<file path="config.mk">
export PLATFORM = sky130hd
export DESIGN_NAME = vc_dest_arbiter
export DESIGN_NICKNAME = d
export VERILOG_FILES = /design/src/rtl/vc_dest_arbiter.sv
export SDC_FILE = /design/constraint.sdc
export NUM_CORES = 1
export LEC_CHECK = 0
export BUFFER_PORTS_ARGS = -buffer_cell sky130_fd_sc_hd__buf_2
export CAP_MARGIN = 20
export CORE_AREA = 2 2 78 80
export CTS_CLUSTER_DIAMETER = 40
export DETAILED_ROUTE_END_ITERATION = 12
export DIE_AREA = 0 0 80 82
export PLACE_DENSITY_LB_ADDON = 0.3
export SYNTH_ARGS = -nofsm -noshare
export SYNTH_HDL_FRONTEND = slang
export SYNTH_SLANG_ARGS = --single-unit
</file>
<file path="constraint.sdc">
create_clock -name clk -period 4.6 [get_ports clk]
set_input_delay 0.46 -clock clk [delete_from_list [all_inputs] [get_ports clk]]
set_output_delay 0.46 -clock clk [all_outputs]
set_load 0.1 [all_outputs]
</file>
<file path="src/rtl/vc_dest_arbiter.sv">
// Burst-limited round-robin arbiter moving words from four VC FIFOs into two destination FIFOs.
// Optional per-destination push counters are enabled by defining VC_ARB_STATS_EN.
module vc_dest_arbiter #(
  parameter int DATA_SIZE = 6,
  parameter int DEST_BIT  = 5,
  parameter int MAX_BURST = 4
) (
  input  logic                     clk,
  input  logic                     reset,
  input  logic                     enable,
  input  logic [3:0]               vc_empty,
  input  logic [4*DATA_SIZE-1:0]   vc_head,
  input  logic [1:0]               df_almost_full,
  output logic [3:0]               vc_pop,
  output logic [1:0]               d_push,
  output logic [DATA_SIZE-1:0]     d_data,
  output logic                     arb_idle,
  output logic                     arb_stall
`ifdef VC_ARB_STATS_EN
  ,
  output logic [15:0]              push_cnt0,
  output logic [15:0]              push_cnt1
`endif
);

  typedef enum logic [1:0] {
    ST_IDLE  = 2'd0,
    ST_GRANT = 2'd1,
    ST_STALL = 2'd2
  } state_t;

  logic [DATA_SIZE-1:0] head_arr [4];
  logic [3:0]           dest_bit;
  logic [3:0]           eligible;

  genvar gi;
  generate
    for (gi = 0; gi < 4; gi++) begin : g_vc
      assign head_arr[gi] = vc_head[gi*DATA_SIZE +: DATA_SIZE];
      assign dest_bit[gi] = vc_head[gi*DATA_SIZE + DEST_BIT];
      assign eligible[gi] = !vc_empty[gi] && !df_almost_full[dest_bit[gi]];
    end
  endgenerate

  state_t               state_q, state_d;
  logic [1:0]           last_q, last_d;
  logic [3:0]           burst_q, burst_d;
  logic [1:0]           d_push_q;
  logic [DATA_SIZE-1:0] d_data_q;

  logic       grant;
  logic       keep;
  logic       found;
  logic [1:0] sel;
  logic [1:0] idx;

  // burst_q == 0 only after reset and means "no burst in progress", so the
  // reset value of last (3) is not continued and the scan starts at VC0.
  always_comb begin
    keep  = eligible[last_q] && (burst_q != 4'd0) && (burst_q < 4'(MAX_BURST));
    sel   = last_q;
    found = 1'b0;
    idx   = last_q;
    if (!keep) begin
      for (int k = 1; k <= 4; k++) begin
        idx = last_q + 2'(k);
        if (!found && eligible[idx]) begin
          sel   = idx;
          found = 1'b1;
        end
      end
    end

    grant = !reset && enable && (|eligible);

    last_d  = last_q;
    burst_d = burst_q;
    if (grant) begin
      last_d  = sel;
      burst_d = keep ? (burst_q + 4'd1) : 4'd1;
    end

    if (!enable || (&vc_empty)) begin
      state_d = ST_IDLE;
    end else if (grant) begin
      state_d = ST_GRANT;
    end else begin
      state_d = ST_STALL;
    end
  end

  assign vc_pop = grant ? (4'b0001 << sel) : 4'b0000;

  always_ff @(posedge clk or posedge reset) begin
    if (reset) begin
      state_q  <= ST_IDLE;
      last_q   <= 2'd3;
      burst_q  <= 4'd0;
      d_push_q <= 2'b00;
      d_data_q <= '0;
    end else begin
      state_q <= state_d;
      last_q  <= last_d;
      burst_q <= burst_d;
      if (grant) begin
        d_push_q <= dest_bit[sel] ? 2'b10 : 2'b01;
        d_data_q <= head_arr[sel];
      end else begin
        d_push_q <= 2'b00;
      end
    end
  end

  assign d_push    = d_push_q;
  assign d_data    = d_data_q;
  assign arb_idle  = (state_q == ST_IDLE);
  assign arb_stall = (state_q == ST_STALL);

`ifdef VC_ARB_STATS_EN
  logic        enable_q;
  logic [15:0] cnt0_q;
  logic [15:0] cnt1_q;

  // A rising edge of enable starts a fresh measurement window.
  always_ff @(posedge clk or posedge reset) begin
    if (reset) begin
      enable_q <= 1'b0;
      cnt0_q   <= 16'd0;
      cnt1_q   <= 16'd0;
    end else begin
      enable_q <= enable;
      if (enable && !enable_q) begin
        cnt0_q <= 16'd0;
        cnt1_q <= 16'd0;
      end else begin
        if (d_push_q[0]) cnt0_q <= cnt0_q + 16'd1;
        if (d_push_q[1]) cnt1_q <= cnt1_q + 16'd1;
      end
    end
  end

  assign push_cnt0 = cnt0_q;
  assign push_cnt1 = cnt1_q;
`endif

endmodule
</file>
==> results.sh <==
export IMPL_status="finished clean"
export IMPL_wirelength_um=3980
export IMPL_cp_arrival_ns=2.99
export IMPL_synth_edf_count=0
export IMPL_ys_warn_count=0
export IMPL_critPathKind="flop to primary output"
export IMPL_area_delta_synth_final_pct=26.1
export IMPL_postCtsSetupBuffers=0
export IMPL_finalSetupTns_ns=0
export IMPL_finalInstanceArea_mm2=0.00177
export IMPL_cts_tree="yes"
export IMPL_dp_final_hpwl_um=3140
export IMPL_yosys_area_top_type_share_pct=24.9
export IMPL_overflow=0
export IMPL_ant_nets=0
export IMPL_place_area_mm2=0.00172
export IMPL_grt_pass1_vias=1348
export IMPL_nets=247
export IMPL_io_pin_count=47
export IMPL_syn_inst=164
export IMPL_fill_cells=636
export IMPL_vias=1433
export IMPL_grt_setup_unrepaired="false"
export IMPL_numCtsBuffers=3
export IMPL_final_cell_mix="buf_2, nor2_1, dfrtp_1"
export IMPL_syn_nets=199
export IMPL_drive_gt1_share_pct=36.0
export IMPL_ctsHoldBuffers=0
export IMPL_period_share_pct=75.1
export IMPL_syn_cell_area_mm2=0.00141
export IMPL_yosysTopAreaCell="dfrtp_1"
export IMPL_synth_distinct_cells=59
export IMPL_die_width_um=80
export IMPL_cts_root_buf="clkbuf_8"
export IMPL_ir_worst_vdd_uv=456
export IMPL_crit_path_end_kind="primary output"
export IMPL_max_freq_ghz=0.289
export IMPL_whs_ns=0.292
export IMPL_grt_pass1_wl_um=6490
export IMPL_diodes=0
export IMPL_r2r_slack_ns=2.00
export IMPL_coreArea_mm2=0.00575
export IMPL_floorplan_initialDensity_pct=24.5
export IMPL_gp_congestion=0.828
export IMPL_p_per_area_mw_per_mm2=665
export IMPL_num_rows=28
export IMPL_hp_class="input pin to async pin"
export IMPL_grt_max_degree=24
export IMPL_hold_viol=0
export IMPL_path_max_fanout=23
export IMPL_dr_pass1_iters=6
export IMPL_maxCapViolations=0
export IMPL_cts_htree_levels=1
export IMPL_track_usage_pct=12.5
export IMPL_start_kind="flop"
export IMPL_worst_slew_margin_rel_pct=56.4
export IMPL_synth_ff_type="dfrtp_1"
export IMPL_clk_path_buf_depth=2
export IMPL_synth_area_top_cells="dfrtp_1, nor2_1, mux2i_1"
export IMPL_cp_required_ns=4.14
export IMPL_yosys_register_bits=16
export IMPL_slew_viol_final=0
export IMPL_p_leak_nw=0.832
export IMPL_setup_viol=0
export IMPL_routed_via_density=5.01
export IMPL_chipHeight_um=82
export IMPL_insertion_delay_ns=0.25
export IMPL_min_period_ns=3.45
export IMPL_grt_antenna_before_repair=0
export IMPL_post_cts_resized=0
export IMPL_async_flop_share_pct=100
export IMPL_cts_clk_slew_worst_paths_ns=0.06
export IMPL_skew_ns=0.00214
export IMPL_yosysSeqAreaShare_pct=28.7
export IMPL_drtIter0Drc=66
export IMPL_dieArea_mm2=0.00656
export IMPL_final_common_cell="buf_2"
export IMPL_drcViolationCount=0
export IMPL_cts_sinks=16
export IMPL_worstMarginPinSlew_ns=0.653
export IMPL_syn_area_per_cell_um2=8.57
export IMPL_wire_per_inst_um=13.9
export IMPL_io_buffers=46
## cells by family after synthesis
kind of cell    Yosys count  synth area share (%)
compound gates           47                  28.3
flops                    16                  28.7
xor+xnor                  1                 0.623
buf+inv                  14                  4.36
simple gates             73                  27.0
mux                      11                  9.26
fa+ha+maj                 2                  1.78
## Yosys cell counts (3+ instances only)
cell type / instances
a21o_1: 5
a21oi_1: 3
clkbuf_1: 3
dfrtp_1: 14
inv_1: 8
mux2i_1: 7
nand2_1: 12
nand2b_1: 3
nand3_1: 4
nor2_1: 25
nor2b_1: 6
nor3_1: 7
o2111ai_1: 4
o211ai_1: 3
o21ai_0: 6
o311ai_1: 4
## worst paths after layout
check,startpoint,to,cells after the start
hold / removal,reset,d_data[5]$_DFFE_PP0P_,2
min in group clk,enable,state_q[1]$_DFF_PP0_,2
setup / recovery,last_q[0]$_DFFE_PP1P_,vc_pop[0],7
max in group asynchronous,reset,state_q[1]$_DFF_PP0_,2
hold reg to reg,d_data[5]$_DFFE_PP0P_,d_data[5]$_DFFE_PP0P_,2
setup reg to reg,last_q[0]$_DFFE_PP1P_,d_push[1]$_DFF_PP0_,8
## power by group
part / internal [W] / switching (W) / total [W]
clock: 0.0000760 / 0.0000478 / 0.000124
combinational: 0.000235 / 0.000559 / 0.000794
sequential: 0.000196 / 0.0000639 / 0.000260
## layout make-up
class / count / area [um2] / area share, %
flip-flops and latches: 16 / 403 / 22.7
inverters: 9 / 33.8 / 1.91
well taps: 75 / 93.8 / 5.30
repair buffers: 48 / 245 / 13.8
clock buffers: 4 / 55.1 / 3.11
multi-input cells: 134 / 941 / 53.1
## routing by layer
layer  track usage (%)  part of all wire [%]  up-vias
met4              2.03                  0.30        0
met1              17.2                    49      657
met3              2.64                   7.7        2
li1                  -                     -      714
met2              20.6                    43       60
met5                 0                     0        -
## metrics by stage
step / instances / total power [W] / util, % / setup slack, ns
2_1_floorplan: 164 / 0.000906 / - / 0.867
5_1_grt: 286 / 0.00126 / 30.8 / 0.911
4_1_cts: 286 / 0.00119 / 30.8 / 1.13
6_report: 286 / 0.00118 / 30.8 / 1.15
3_3_place_gp: 282 / 0.00106 / 29.9 / 1.39
3_5_place_dp: 282 / 0.00106 / 29.9 / 1.38
## critical path: stages (launching register included)
cell and delay [ns]:
dfstp_2 0.78, inv_1 0.28, and3_4 0.24, or4_4 0.54, and2_4 0.20, nand2b_4 0.16, nor2_1 0.10, buf_2 0.43
## state kept, by name, indices dropped and copies added (netlist names)
register,flops
d_push,2
state_q,2
burst_q,4
d_data,6
last_q,2
No activity file was read; power rests on OpenSTA's default activity.
